[src/rtl/upd1771c_tone_mixer.sv]
`timescale 1ns/1ps
// uPD1771C audio back-end: NCH programmable tone channels plus one LFSR noise
// channel, summed by a saturating mixer into a sign-magnitude PCM sample per TICK.
module upd1771c_tone_mixer #(
  parameter int NCH       = 4,
  parameter int PER_W     = 12,
  parameter int VOL_W     = 4,
  parameter int OUT_W     = 8,
  parameter int MIX_SHIFT = 2
) (
  input  logic             CLK,
  input  logic             RESB,
  input  logic             TICK,
  input  logic             WR_EN,
  input  logic [3:0]       WR_CH,
  input  logic [1:0]       WR_REG,
  input  logic [7:0]       WR_DATA,
  input  logic             TONE_IE,
  input  logic             IRQ_ACK,
  output logic             IRQ,
  output logic             PCM_VALID,
  output logic             PCM_NEG,
  output logic [OUT_W-1:0] PCM_OUT
);

  localparam int NC    = NCH + 1;
  localparam int VAL_W = VOL_W + 1;
  localparam int SUM_A = VAL_W + 4 + MIX_SHIFT;
  localparam int SUM_W = (SUM_A > OUT_W) ? SUM_A : OUT_W + 1;

  logic [PER_W-1:0] per_q [NC];
  logic [PER_W-1:0] per_d [NC];
  logic [PER_W-1:0] cnt_q [NC];
  logic [PER_W-1:0] cnt_d [NC];
  logic [VOL_W-1:0] vol_q [NC];
  logic [VOL_W-1:0] vol_d [NC];
  logic [5:0]       ph_q  [NC];
  logic [5:0]       ph_d  [NC];
  logic [NC-1:0]    en_q, en_d, wave_q, wave_d, m64_q, m64_d, expire;
  logic [14:0]      lfsr_q, lfsr_d;
  logic             irq_q, irq_d, tick_q, tick_d;
  logic             pcm_valid_q, pcm_valid_d, pcm_neg_q, pcm_neg_d;
  logic [OUT_W-1:0] pcm_out_q, pcm_out_d;

  logic signed [VAL_W-1:0] sv, val_c;
  logic signed [3:0]       s4;
  logic signed [VAL_W+3:0] prod, prod_sh;
  logic signed [SUM_W-1:0] sum, mix;

  function automatic logic [OUT_W-1:0] sat_mag(input logic signed [SUM_W-1:0] x);
    logic [SUM_W-1:0] mag;
    mag = x[SUM_W-1] ? unsigned'(-x) : unsigned'(x);
    if ((mag >> OUT_W) != '0) return '1;
    return mag[OUT_W-1:0];
  endfunction

  always_comb begin : next_state
    per_d  = per_q;
    cnt_d  = cnt_q;
    vol_d  = vol_q;
    ph_d   = ph_q;
    en_d   = en_q;
    wave_d = wave_q;
    m64_d  = m64_q;
    lfsr_d = lfsr_q;
    expire = '0;
    tick_d = TICK;
    for (int c = 0; c < NC; c++) begin
      if (TICK && en_q[c] && per_q[c] != '0) begin
        if (cnt_q[c] <= PER_W'(1)) begin
          expire[c] = 1'b1;
          cnt_d[c]  = per_q[c];
          ph_d[c]   = m64_q[c] ? ph_q[c] + 6'd1 : {1'b0, ph_q[c][4:0] + 5'd1};
        end else begin
          cnt_d[c] = cnt_q[c] - PER_W'(1);
        end
      end
    end
    if (expire[NCH]) lfsr_d = {lfsr_q[13:0], lfsr_q[14] ^ lfsr_q[13]};
    irq_d = (expire[0] && ph_d[0] == 6'd0 && TONE_IE) || (irq_q && !IRQ_ACK);
    // Register writes follow the tick update so the reload above sees the old period.
    for (int c = 0; c < NC; c++) begin
      if (WR_EN && WR_CH == 4'(c)) begin
        case (WR_REG)
          2'd0: per_d[c][7:0]       = WR_DATA;
          2'd1: per_d[c][PER_W-1:8] = WR_DATA[PER_W-9:0];
          2'd2: vol_d[c]            = WR_DATA[VOL_W-1:0];
          default: begin
            en_d[c]   = WR_DATA[0];
            wave_d[c] = WR_DATA[1];
            m64_d[c]  = WR_DATA[2];
            if (WR_DATA[3]) begin
              ph_d[c]  = 6'd0;
              cnt_d[c] = per_q[c];
            end else if (!en_q[c] && WR_DATA[0]) begin
              cnt_d[c] = per_q[c];
            end
          end
        endcase
      end
    end
  end

  always_comb begin : mixer
    sum     = '0;
    sv      = '0;
    s4      = '0;
    prod    = '0;
    prod_sh = '0;
    val_c   = '0;
    for (int c = 0; c < NC; c++) begin
      sv      = signed'({1'b0, vol_q[c]});
      s4      = m64_q[c] ? ph_q[c][5:2] : ph_q[c][4:1];
      prod    = {{VAL_W{s4[3]}}, s4} * {{4{sv[VAL_W-1]}}, sv};
      prod_sh = prod >>> 3;
      if (!en_q[c] || per_q[c] == '0) begin
        val_c = '0;
      end else if (c == NCH) begin
        val_c = lfsr_q[0] ? sv : -sv;
      end else if (wave_q[c]) begin
        val_c = prod_sh[VAL_W-1:0];
      end else begin
        val_c = (m64_q[c] ? ph_q[c][5] : ph_q[c][4]) ? -sv : sv;
      end
      sum = sum + {{(SUM_W-VAL_W){val_c[VAL_W-1]}}, val_c};
    end
    mix = sum <<< MIX_SHIFT;
  end

  // Output stage: sample the post-tick state one cycle after TICK.
  always_comb begin : pcm_next
    pcm_valid_d = tick_q;
    pcm_neg_d   = pcm_neg_q;
    pcm_out_d   = pcm_out_q;
    if (tick_q) begin
      pcm_neg_d = mix[SUM_W-1];
      pcm_out_d = sat_mag(mix);
    end
  end

  always_ff @(posedge CLK or negedge RESB) begin
    if (!RESB) begin
      for (int c = 0; c < NC; c++) begin
        per_q[c] <= '0;
        cnt_q[c] <= '0;
        vol_q[c] <= '0;
        ph_q[c]  <= '0;
      end
      en_q        <= '0;
      wave_q      <= '0;
      m64_q       <= '0;
      lfsr_q      <= 15'h7FFF;
      irq_q       <= 1'b0;
      tick_q      <= 1'b0;
      pcm_valid_q <= 1'b0;
      pcm_neg_q   <= 1'b0;
      pcm_out_q   <= '0;
    end else begin
      per_q       <= per_d;
      cnt_q       <= cnt_d;
      vol_q       <= vol_d;
      ph_q        <= ph_d;
      en_q        <= en_d;
      wave_q      <= wave_d;
      m64_q       <= m64_d;
      lfsr_q      <= lfsr_d;
      irq_q       <= irq_d;
      tick_q      <= tick_d;
      pcm_valid_q <= pcm_valid_d;
      pcm_neg_q   <= pcm_neg_d;
      pcm_out_q   <= pcm_out_d;
    end
  end

  assign IRQ       = irq_q;
  assign PCM_VALID = pcm_valid_q;
  assign PCM_NEG   = pcm_neg_q;
  assign PCM_OUT   = pcm_out_q;

endmodule

[config.mk]
export PLATFORM = sky130hd
export DESIGN_NAME = upd1771c_tone_mixer
export DESIGN_NICKNAME = d
export VERILOG_FILES = /design/src/rtl/upd1771c_tone_mixer.sv
export SDC_FILE = /design/constraint.sdc
export NUM_CORES = 1
export LEC_CHECK = 0
export CORE_MARGIN = 5
export CORE_UTILIZATION = 50
export CTS_CLUSTER_SIZE = 16
export DETAILED_ROUTE_END_ITERATION = 8
export PLACE_DENSITY = 0.78
export SYNTH_ARGS = -nofsm -noshare
export SYNTH_HDL_FRONTEND = slang
export SYNTH_SLANG_ARGS = --single-unit
[constraint.sdc]
create_clock -name CLK -period 19.3 [get_ports CLK]
set_input_delay 2.895 -clock CLK [delete_from_list [all_inputs] [get_ports CLK]]
set_output_delay 2.895 -clock CLK [all_outputs]
set_load 0.03 [all_outputs]
==> flow_summary.json, run 1 <==
{
  "synth_area_per_cell_um2": 9.636,
  "antenna_found_initial": 0,
  "min_period_over_period_pct": 44.53,
  "overflow": 0,
  "synth_nets": 1501,
  "synth.distinct_cells": 72,
  "arrival_ps": 8970,
  "port_buffers": 30,
  "path_max_fanout": 10,
  "dominantRegCellSynth": "dfrtp_1",
  "netlist_area_um2": 13140,
  "grt_pass1_vias": 9954,
  "track_usage_pct": 19.87,
  "skew_ps": 14.98,
  "criticalPathCategory": "flop to flop",
  "layout.cells.non_filler": 1731,
  "relSlewSlack_pct": 17.51,
  "cts_buffer_depth": 3,
  "finalHoldViolations": 0,
  "cp_slowest_cell": "mux2i_1",
  "grt_pass1_wl_um": 48710,
  "placed_cells": 1689,
  "dr.pass1.iters": 6,
  "routed_wl_um": 28640,
  "viasPerCell": 5.771,
  "cp_num_buf_inv": 4,
  "cts_setup_buffers": 0,
  "p_per_area_nw_per_um2": 102.8,
  "hold_path.class": "flop to flop",
  "cts_resized": 0,
  "max_freq_mhz": 116.4,
  "die_area_um2": 29630,
  "core_region_area_um2": 25980,
  "antennaDiodeCount": 0,
  "numCtsBuffers": 23,
  "drtAntennaViolNets": 0,
  "fillCellCount": 2256,
  "root_buffer": "clkbuf_16",
  "vias": 9989,
  "gp_congestion": 0.9029,
  "die_width_um": 172.1,
  "clkSinkCount": 203,
  "drc": 0,
  "status": "completed",
  "drv_cap": 0,
  "area_growth_syn_to_layout_pct": 9.986,
  "synthCells": 1364,
  "hold_depth": 2,
  "mostFrequentLayoutCell": "dfrtp_1",
  "crit_family": "adder cells",
  "p_leak_nw": 6.783,
  "path_common_cell": "fa_1",
  "grt_max_degree": 129,
  "rsz0062_at_grt": "no",
  "clkTransAtPathRegs_ps": 60,
  "io_pins": 31,
  "cts-hold-fix-buffers": 0,
  "peakVddDrop_mv": 0.07217,
  "ys_warn_count": 0,
  "hpwl_um": 20720,
  "cp_data_required_time_ps": 19680,
  "crit_path_max_incr_delay_ps": 800,
  "rr_worst_depth": 25,
  "slew_viol_final": 0,
  "cts_max_level": 1,
  "finalSetupTns_ps": 0,
  "startpoint_type": "flop",
  "drive_gt1_share_pct": 12.89,
  "final_nets": 1516,
  "fp-row-count": 59,
  "drtIter0Drc": 756,
  "cp_num_cells": 25,
  "synth-async-reset-ratio_pct": 100.0,
  "start_util_pct": 50.58,
  "report.final.setup_viol": 0,
  "synth_enable_flop_cells": 0,
  "seq_area_frac_synth_pct": 38.79,
  "setup.worst_path.end_class": "flop",
  "floorplan.die.height_um": 172.1,
  "insertion_delay_ps": 530,
  "post_drt_wl_per_cell_um": 16.55,
  "cts_tree": "done",
  "synth_seq_cells": 203,
  "final_cell_mix": "188 x dfrtp_1, 146 x nor2_1, 123 x nand2_1",
  "period_minus_slack_ps": 8594,
  "tightest_slew_ps": 1233
}
through the flow:
step / util (%) / area [um^2] / total power, mW / hold WS [ps] / setup slack (ps)
finish: 55.63 / 14460 / 1.486 / 501.0 / 10710
detailed placement: 52.75 / 13710 / 1.054 / 491.2 / 10660
CTS: 55.63 / 14460 / 1.494 / 505.1 / 10650
global route: 55.63 / 14460 / 1.585 / 543.7 / 10070
global placement: 52.75 / 13710 / 1.035 / 485.4 / 10940
floorplan: - / 13140 / 0.9332 / 351.9 / 11170
worst min-delay path, delay by kind of cell (launching register included):
kind / cells / cell delay (ps)
compound gates: 1 / 60
flops: 1 / 340
mux: 1 / 60
layout make-up:
class | instances | area, um^2 | area share, %
Clock inverter | 13 | 141.4 | 0.9780
Inverter | 90 | 337.8 | 2.337
Multi-Input combinational cell | 1028 | 7525 | 52.05
Clock buffer | 29 | 608.1 | 4.206
Timing Repair Buffer | 33 | 326.6 | 2.259
Tap cell | 335 | 419.2 | 2.899
Sequential cell | 203 | 5099 | 35.27
worst paths after layout:
kind | start | to | slack [ps]
setup / recovery | m64_q[0] | PCM_OUT[7] | 10710
max in group asynchronous | RESB | per_q[22] | 15200
setup reg to reg | m64_q[0] | PCM_OUT[7] | 10710
hold / removal | PCM_OUT[2] | PCM_OUT[2] | 500
min in group asynchronous | RESB | PCM_VALID | 2530
hold reg to reg | PCM_OUT[2] | PCM_OUT[2] | 500
sequential cells by signal (all words and copies together), names as in the netlist:
name / cells
cnt_q: 60
per_q: 60
ph_q: 24
vol_q: 16
lfsr_q: 15
PCM_OUT: 7
en_q: 5
m64_q: 4
sv: 4
wave_q: 4
IRQ: 1
PCM_NEG: 1
PCM_VALID: 1
pcm_valid_d: 1
per-layer routing:
layer,wire [um],GRT usage [%],vias up,part of all wire [%]
li1,-,-,4792,-
met1,13280,28.29,4926,46
met2,13500,32.49,222,47
met3,1257,2.858,49,4.4
met4,605,4.545,0,2.1
met5,0,0,-,0
Yosys cell counts, drive strengths merged, types with 4 or more instances:
library cell	number	area (um^2)
dfstp	15	394.1
nand4	10	62.56
nand3b	5	37.54
nor3	37	206.5
or4	10	82.58
and2	22	137.6
nand2b	10	62.56
a21o	14	105.1
o211ai	4	30.03
a22oi	4	30.03
nor2b	9	56.30
o22a	6	52.55
a31oi	10	68.81
ha	80	1001
o21a	8	60.06
xor2	37	324.1
o21ai	76	380.4
buf	11	62.55
o22ai	5	31.28
clkbuf	32	120.1
nor4	31	193.9
nand3	20	100.1
dfrtp	188	4705
a21oi	75	375.4
inv	89	334.1
or2	17	106.4
and3	4	25.02
xnor2	44	385.4
fa	37	740.7
and4b	7	70.07
mux2	92	1040
or3	4	25.02
a211oi	19	147.6
nor2	147	559.3
nand2	123	461.7
mux2i	23	230.2
power by group:
group	internal, mW	switching, mW
Clock	0.253	0.180
Combinational	0.198	0.231
Sequential	0.520	0.104
cells by family after synthesis:
| family | Yosys count | synth area share, % |
|---|---|---|
| flip-flops | 203 | 38.79 |
| multiplexers | 115 | 9.662 |
| AO/OA/AOI/OAI | 249 | 11.63 |
| XOR/XNOR | 81 | 5.397 |
| buffers and inverters | 133 | 3.960 |
| AND/OR/NAND/NOR | 466 | 17.31 |
| adder cells (fa/ha/maj) | 117 | 13.25 |
No activity file was read; power rests on OpenSTA's default activity.
==> run 2: changes to the inputs <==
==> constraint.sdc (replaced) <==
create_clock -name CLK -period 8.6 [get_ports CLK]
set_input_delay 1.29 -clock CLK [delete_from_list [all_inputs] [get_ports CLK]]
set_output_delay 1.29 -clock CLK [all_outputs]
set_load 0.03 [all_outputs]
==> run 2 against run 1 <==
- setup slack got worse by 10000 ps
- hold slack better by 10 ps
- flip-flop and latch count stayed put
- via count grew 0.66%
- clock skew rose by 11 ps
- clock power rose by 140%
- routed wire length increased by 1.1%
- global-route usage about the same
- critical endpoint is now PCM_OUT[6]
==> flow_summary.json, run 2 (synthesized netlist as in run 1, its figures left out) <==
{
  "status": "completed",
  "min_period_over_period_pct": 93.95,
  "floorplan.die.height_um": 172.1,
  "final_cell_mix": "188 x dfrtp_1, 146 x nor2_1, 123 x nand2_1",
  "startpoint_type": "flop",
  "overflow": 0,
  "finalHoldViolations": 0,
  "core_region_area_um2": 25980,
  "vias": 10060,
  "arrival_ps": 8470,
  "antenna_found_initial": 0,
  "start_util_pct": 50.58,
  "post_drt_wl_per_cell_um": 16.65,
  "fillCellCount": 2250,
  "cts_max_level": 1,
  "rsz0062_at_grt": "no",
  "criticalPathCategory": "flop to flop",
  "hpwl_um": 20400,
  "cp_data_required_time_ps": 8990,
  "port_buffers": 30,
  "relSlewSlack_pct": 19.94,
  "multi_input_area_um2": 7525,
  "cts-hold-fix-buffers": 0,
  "reg_top3": "cnt_q: 60 flops, per_q: 60 flops, ph_q: 24 flops",
  "hold_path.class": "flop to flop",
  "clkTransAtPathRegs_ps": 70,
  "drc": 0,
  "root_buffer": "clkbuf_16",
  "dpl_cell_area_um2": 13740,
  "final_nets": 1523,
  "die_area_um2": 29630,
  "path_max_fanout": 8,
  "layout.cells.non_filler": 1738,
  "area_growth_syn_to_layout_pct": 10.62,
  "numCtsBuffers": 23,
  "fp-row-count": 59,
  "die_width_um": 172.1,
  "grt_pass1_vias": 9803,
  "skew_ps": 26.16,
  "p_per_area_nw_per_um2": 232.6,
  "fin_area_um2": 14540,
  "track_usage_pct": 19.90,
  "setup.worst_path.end_class": "flop",
  "total_power_mw": 3.381,
  "viasPerCell": 5.785,
  "cts_buffer_depth": 3,
  "antennaDiodeCount": 0,
  "io_pins": 31,
  "drive_gt1_share_pct": 13.33,
  "cts_tree": "done",
  "tightest_slew_ps": 1197,
  "timing.hold.ws_ps": 511.5,
  "drtIter0Drc": 905,
  "peakVddDrop_mv": 0.2368,
  "grt_max_degree": 119,
  "dr.pass1.iters": 5,
  "placed_cells": 1694,
  "report.final.setup_viol": 0,
  "gp_congestion": 0.9053,
  "grt_pass1_wl_um": 48880,
  "drv_cap": 0,
  "p_leak_nw": 6.834,
  "seqCellArea_um2": 5099,
  "slew_viol_final": 0,
  "finalSetupTns_ps": 0,
  "clkSinkCount": 203,
  "period_minus_slack_ps": 8080,
  "mostFrequentLayoutCell": "dfrtp_1",
  "max_freq_mhz": 123.8,
  "insertion_delay_ps": 540,
  "drtAntennaViolNets": 0,
  "routed_wl_um": 28940
}
[run 2: metrics by stage]
stage	util (%)	worst slack, ps
3_5_place_dp	52.89	435.0
5_1_grt	55.96	88.83
3_3_place_gp	52.89	663.7
6_report	55.96	520.4
4_1_cts	55.90	395.3
2_1_floorplan	-	472.6
[run 2: timing repair]
item	in CTS	in global routing
resized for setup	0	0
buffers inserted	0	2
endpoints found under the setup margin	0	7
endpoints found under the hold margin	0	0
[run 2: path summary, 6_finish.rpt]
path | start | to | slack, ps | cells past startpoint
max reg2reg | m64_q[0] | PCM_OUT[6] | 520 | 26
min | per_q[8] | cnt_q[8] | 510 | 2
max in group asynchronous | RESB | cnt_q[7] | 6050 | 2
min reg2reg | per_q[8] | cnt_q[8] | 510 | 2
max | m64_q[0] | PCM_OUT[6] | 520 | 26
min in group asynchronous | RESB | PCM_VALID | 870 | 1
[run 2: critical path, stage by stage (launching register included)]
cell,delay [ps]
dfrtp_1,500
mux2_2,420
nand2_1,110
fa_1,450
fa_1,510
fa_1,510
inv_1,50
ha_1,220
fa_1,400
a21o_1,170
a21oi_1,190
xnor2_1,140
a21oi_1,80
or2_2,300
fa_1,560
inv_1,80
fa_1,590
inv_1,70
fa_1,600
inv_1,90
ha_1,380
or4b_2,680
o311ai_1,130
o21ai_0,180
a211oi_2,260
buf_4,180
o21ai_0,80
[run 2: cell type report]
cell class,count,area share (%)
inverters,90,2.323
repair buffers,40,2.607
clock buffers,29,4.182
well taps,335,2.883
clock inverters,13,1.188
multi-input cells,1028,51.75
flip-flops and latches,203,35.07
[run 2: metal layers]
| layer | up-vias | GRT usage (%) | wire (um) |
|---|---|---|---|
| met5 | - | 0 | 0 |
| met2 | 267 | 32.44 | 13610 |
| met1 | 4923 | 28.35 | 13110 |
| li1 | 4810 | - | - |
| met3 | 55 | 2.721 | 1501 |
| met4 | 0 | 4.887 | 714 |
[run 2: where the power goes]
part | switching (mW) | internal [mW] | leakage (nW) | total, mW
logic | 0.522 | 0.446 | 3.86 | 0.969
registers | 0.231 | 1.17 | 2.59 | 1.40
clock network | 0.415 | 0.600 | 0.381 | 1.02
